$ cat src/rtl/pipe_pkg.sv
// Shared pipeline-control definitions: stage indices and stall-vector legality.
package pipe_pkg;

  localparam int STG_PC = 0;
  localparam int STG_IF = 1;
  localparam int STG_ID = 2;
  localparam int STG_EX = 3;
  localparam int STG_MEM = 4;
  localparam int STG_WB = 5;
  localparam int NUM_STAGES = 6;

  // Thermometer codes are a run of ones starting at bit 0.
  function automatic logic is_thermo(logic [5:0] v);
    return ((v + 6'd1) & v) == 6'd0;
  endfunction

endpackage

$ cat src/rtl/stage_valid_reg.sv
// One pipeline register's valid bit plus its hold/advance/bubble decode.
module stage_valid_reg (
  input  logic clk,
  input  logic reset_n,
  input  logic up,
  input  logic dn,
  input  logic kill,
  input  logic vin,
  output logic adv,
  output logic bubble,
  output logic valid
);

  assign adv = ~up;
  assign bubble = up & ~dn;

  always_ff @(posedge clk or negedge reset_n) begin
    if (!reset_n) begin
      valid <= 1'b0;
    end else if (kill) begin
      valid <= 1'b0;
    end else if (adv) begin
      valid <= vin;
    end else if (bubble) begin
      valid <= 1'b0;
    end
  end

endmodule

$ cat src/rtl/pipe_stage_ctrl.sv
// Stall/flush consumer: per-register enables, valid tracking, retire and health flags.
// STALL_PERF_CNT_EN adds stall_cyc_cnt and bubble_cnt outputs.
module pipe_stage_ctrl
  import pipe_pkg::*;
#(
  parameter int MAX_STALL = 16,
  parameter int CNT_W = 32
) (
  input  logic             clk,
  input  logic             reset_n,
  input  logic [5:0]       stall,
  input  logic             flush,
  input  logic             fetch_valid,
  output logic             pc_en,
  output logic [4:0]       reg_adv,
  output logic [4:0]       reg_bubble,
  output logic [4:0]       stage_valid,
  output logic             retire,
  output logic [CNT_W-1:0] retire_cnt,
  output logic             stall_err,
  output logic             stall_timeout
`ifdef STALL_PERF_CNT_EN
  ,
  output logic [CNT_W-1:0] stall_cyc_cnt,
  output logic [CNT_W-1:0] bubble_cnt
`endif
);

  localparam logic [7:0] MAX_C = 8'(MAX_STALL);
  // Flush squashes R1..R3 only; MEM/WB contents are already committed.
  localparam logic [4:0] KILL = 5'b00111;

  logic [4:0] vin;
  logic [7:0] run;
  logic       ret_nx;

  assign pc_en = ~stall[STG_PC];
  assign vin = {stage_valid[3:0], fetch_valid};
  assign ret_nx = stage_valid[4] & ~stall[STG_WB];

  for (genvar k = 0; k < NUM_STAGES - 1; k++) begin : g_reg
    stage_valid_reg u_reg (
      .clk    (clk),
      .reset_n(reset_n),
      .up     (stall[k]),
      .dn     (stall[k+1]),
      .kill   (flush & KILL[k]),
      .vin    (vin[k]),
      .adv    (reg_adv[k]),
      .bubble (reg_bubble[k]),
      .valid  (stage_valid[k])
    );
  end

  always_ff @(posedge clk or negedge reset_n) begin
    if (!reset_n) begin
      retire <= 1'b0;
      retire_cnt <= '0;
    end else begin
      retire <= ret_nx;
      retire_cnt <= retire_cnt + CNT_W'(ret_nx);
    end
  end

  always_ff @(posedge clk or negedge reset_n) begin
    if (!reset_n) begin
      stall_err <= 1'b0;
      stall_timeout <= 1'b0;
      run <= '0;
    end else begin
      if (!is_thermo(stall)) stall_err <= 1'b1;
      if (stall[STG_PC]) begin
        if (run != MAX_C) run <= run + 8'd1;
        if (run == MAX_C - 8'd1) stall_timeout <= 1'b1;
      end else begin
        run <= '0;
      end
    end
  end

`ifdef STALL_PERF_CNT_EN
  always_ff @(posedge clk or negedge reset_n) begin
    if (!reset_n) begin
      stall_cyc_cnt <= '0;
      bubble_cnt <= '0;
    end else begin
      stall_cyc_cnt <= stall_cyc_cnt + CNT_W'(stall[STG_PC]);
      bubble_cnt <= bubble_cnt + CNT_W'(|reg_bubble);
    end
  end
`endif

endmodule

$ cat config.mk
export PLATFORM = sky130hd
export DESIGN_NAME = pipe_stage_ctrl
export DESIGN_NICKNAME = d
export VERILOG_FILES = /design/src/rtl/pipe_pkg.sv /design/src/rtl/stage_valid_reg.sv /design/src/rtl/pipe_stage_ctrl.sv
export SDC_FILE = /design/constraint.sdc
export NUM_CORES = 1
export LEC_CHECK = 0
export BUFFER_PORTS_ARGS = -buffer_cell sky130_fd_sc_hd__buf_2
export CAP_MARGIN = 10
export CELL_PAD_IN_SITES_DETAIL_PLACEMENT = 0
export CELL_PAD_IN_SITES_GLOBAL_PLACEMENT = 1
export CORE_UTILIZATION = 37
export CTS_CLUSTER_DIAMETER = 150
export DETAILED_ROUTE_END_ITERATION = 10
export PLACE_DENSITY_LB_ADDON = 0.2
export SLEW_MARGIN = 20
export SYNTH_ARGS = -nofsm -noshare
export SYNTH_HDL_FRONTEND = slang
export SYNTH_SLANG_ARGS = --single-unit
export TNS_END_PERCENT = 10
$ cat constraint.sdc
create_clock -name clk -period 1.8 [get_ports clk]
set_input_delay 0.27 -clock clk [delete_from_list [all_inputs] [get_ports clk]]
set_output_delay 0.27 -clock clk [all_outputs]
set_load 0.01 [all_outputs]
==> key figures <==
Cells and area
  • Non-filler cells, final: 367
  • Final Util: 0.468
  • Layout cells sized above 1: 0.359
  • Register area: 1200 um^2
  • P&R area growth vs syn: 21.6%
  • Antenna diode count: 0
  • Layout Nets: 305
  • Filler cell count: 619
  • Multi-input gate area: 1100 um^2

Clocking
  • Max Root-Sink Buffers: 2
  • CTS Sinks: 48
  • Worst-Skew Late Latency: 0.30 ns
  • Clock Root Buffer: clkbuf_8
  • TritonCTS Buffers: 5
  • Htree depth: 2
  • Clk slew on worst S/H paths: 0.09 ns
  • TritonCTS clock tree: done

Logic synthesis
  • Synth cell types: 34
  • Avg Cell Area, Syn: 10.8 um^2
  • Post-synth top cells: dfrtp_1, nand3_1, xor2_1
  • Mapped Cells: 226
  • Post-synth top area cell: dfrtp_1
  • Yosys top cell area share: 0.492
  • Largest cells by area after synthesis: dfrtp_1, xor2_1, xnor2_1
  • Synth Net Count: 241
  • Seq/Total Area, Yosys: 0.492
  • Asr flop ratio synth: 1.00
  • Cell with the most instances after synthesis: dfrtp_1
  • Most used DFF post-synth: dfrtp_1
  • Post-synthesis cell area: 2440 um^2
  • Post-synth EDFFs: 0
  • FF+latch count, synth: 48
  • Ys Warns: 0

GRT
  • Global-route wire length before repair: 8180 um
  • Total congestion overflow: 0
  • Total GRT Usage: 0.148
  • Vias in the first global route: 1,715
  • Pin count of the biggest net entering global routing: 30
  • Initial antenna violation count: 0

Place
  • Placed cells: 358
  • IO Port Bufs: 60
  • Routability cong.: 0.756
  • Dpl hpwl: 3540 um

Die
  • Io pins: 61
  • Initial core utilization: 0.385
  • Die height: 83.3 um
  • FP Rows: 29
  • Core area: 6350 um^2
  • DIE AREA: 6930 um^2
  • DIE WIDTH: 83.3 um

Worst hold path
  • Hold Path Class: primary input to register
  • Min-delay src: flush

STA
  • Slew Viols, Final: 0
  • Period minus WS final: 1.68 ns
  • Final Hold Fails: 0
  • Endpoints failing setup: 0
  • Worst Hold Slack: 0.150 ns
  • Worst Skew: 0.00617 ns
  • Least-Margin Pin Slew: 0.495 ns
  • Slew HR: 0.670
  • Tcrit/Tclk final: 0.935
  • Fmax: 0.594 GHz
  • RSZ-0062 raised after global routing: yes
  • TNS Setup: 0 ns

Setup path
  • Crit Path Class: register to register
  • Crit path DAT: 1.91 ns
  • Worst Path Required: 2.03 ns
  • CP endpoint kind: register
  • Critical Path Source Type: register
  • Crit path max fanout: 3
  • Crit path launch: g_reg[4].u_reg.valid$_DFFE_PN0P_
  • RR Startpoint: g_reg[4].u_reg.valid$_DFFE_PN0P_

Power and ir drop
  • Clk network pwr share: 0.363
  • Net Sw Frac: 0.233
  • Gate power share: 0.062
  • Flop pwr share: 0.575
  • Leakage power: 1.63 nW
  • Switching pwr: 451 uW
  • Internal power: 1.48 mW
  • Peak VDD IR: 0.328 mV
  • Total power: 1.93 mW
  • Power Density: 651 nW/um^2

Detailed routing
  • DRC errors left: 0
  • Antenna Violating Nets Remaining: 0
  • Initial DRC Count: 75
  • Via density: 4.88
  • Post-Route WL: 4770 um
  • Router iterations before antenna repair: 4
  • Wire per inst: 13.0 um
  • Vias: 1,791

Flow run
  • MaxCap Viol Count: 0

Run status
  • Status: finished clean
[path summary, 6_finish.rpt]
check	endpoint	slack (ns)	depth (start not counted)
setup / recovery	retire_cnt[31]$_DFF_PN0_	0.12	7
min in group asynchronous	retire_cnt[10]$_DFF_PN0_	0.47	2
hold / removal	g_reg[1].u_reg.valid$_DFFE_PN0P_	0.15	2
setup reg to reg	retire_cnt[31]$_DFF_PN0_	0.12	7
hold reg to reg	retire_cnt[31]$_DFF_PN0_	0.46	1
max in group asynchronous	retire_cnt[2]$_DFF_PN0_	0.81	3
[sequential cells by signal, summed over array words and instances, names as in the netlist]
register and cells:
run 8, g.u_reg.valid 5, retire_cnt 32, retire 1, stall_err 1, stall_timeout 1
[repair_timing]
item,in CTS,in global routing
endpoints found under the hold margin,19,0
buffers inserted,0,1
resized for setup,1,6
hold buffers,1,0
endpoints found under the setup margin,1,10
[power groups by stage]
stage	Combinational, mW	Clock (mW)	Sequential (mW)
2_1_floorplan	0.0595	0	1.13
5_1_grt	0.140	0.776	1.11
3_3_place_gp	0.121	0	1.13
3_5_place_dp	0.123	0	1.13
6_report	0.120	0.702	1.11
4_1_cts	0.126	0.722	1.11
[worst max-delay path, cell delays in order, from the launching register on]
cell and delay [ns]:
dfrtp_1 0.35, nor2b_2 0.16, ha_2 0.19, buf_4 0.10, and3_1 0.23, nand4_1 0.13, nor4_2 0.30, xor2_1 0.16
[logic make-up (layout without fill, tap and decap cells)]
| kind of cell | count (synthesis) | in the layout | share of synthesized area |
|---|---|---|---|
| mux | 2 | 2 | 0.00819 |
| xor+xnor | 36 | 36 | 0.129 |
| buf+inv | 29 | 93 | 0.0753 |
| fa+ha+maj | 5 | 5 | 0.0256 |
| simple gates | 97 | 97 | 0.248 |
| flops | 48 | 48 | 0.492 |
| compound gates | 9 | 9 | 0.0220 |
[through the flow]
stage / setup WS, ns / area, um^2
after global placement: 0.00670 / 2820
after global routing: -0.0131 / 2970
after CTS: 0.0155 / 2930
after detailed placement: -0.0602 / 2820
after floorplan: -0.0281 / 2450
final: 0.117 / 2970
[metal layers]
metal,track usage,share of wire
met2,0.222,0.45
met4,0.0470,0.012
met3,0.0457,0.056
met1,0.205,0.48
met5,0,0
[area by class of cell]
type	instances	area share
clock buffer	7	0.0324
inverter	9	0.0114
multi-input combinational	149	0.370
sequential	48	0.404
tap	77	0.0324
timing repair buffer	77	0.149
[layout by cell type (no fill, tap or decap), types with 7 or more instances in the layout]
master    instances
buf_2            60
dfrtp_1          48
xor2_1           19
nand3_1          19
xnor2_1          17
nand2_1          16
nor2_1           15
buf_4            15
nand4_1           9
inv_1             9
clkbuf_8          7
(Power assumes the default switching activity.)
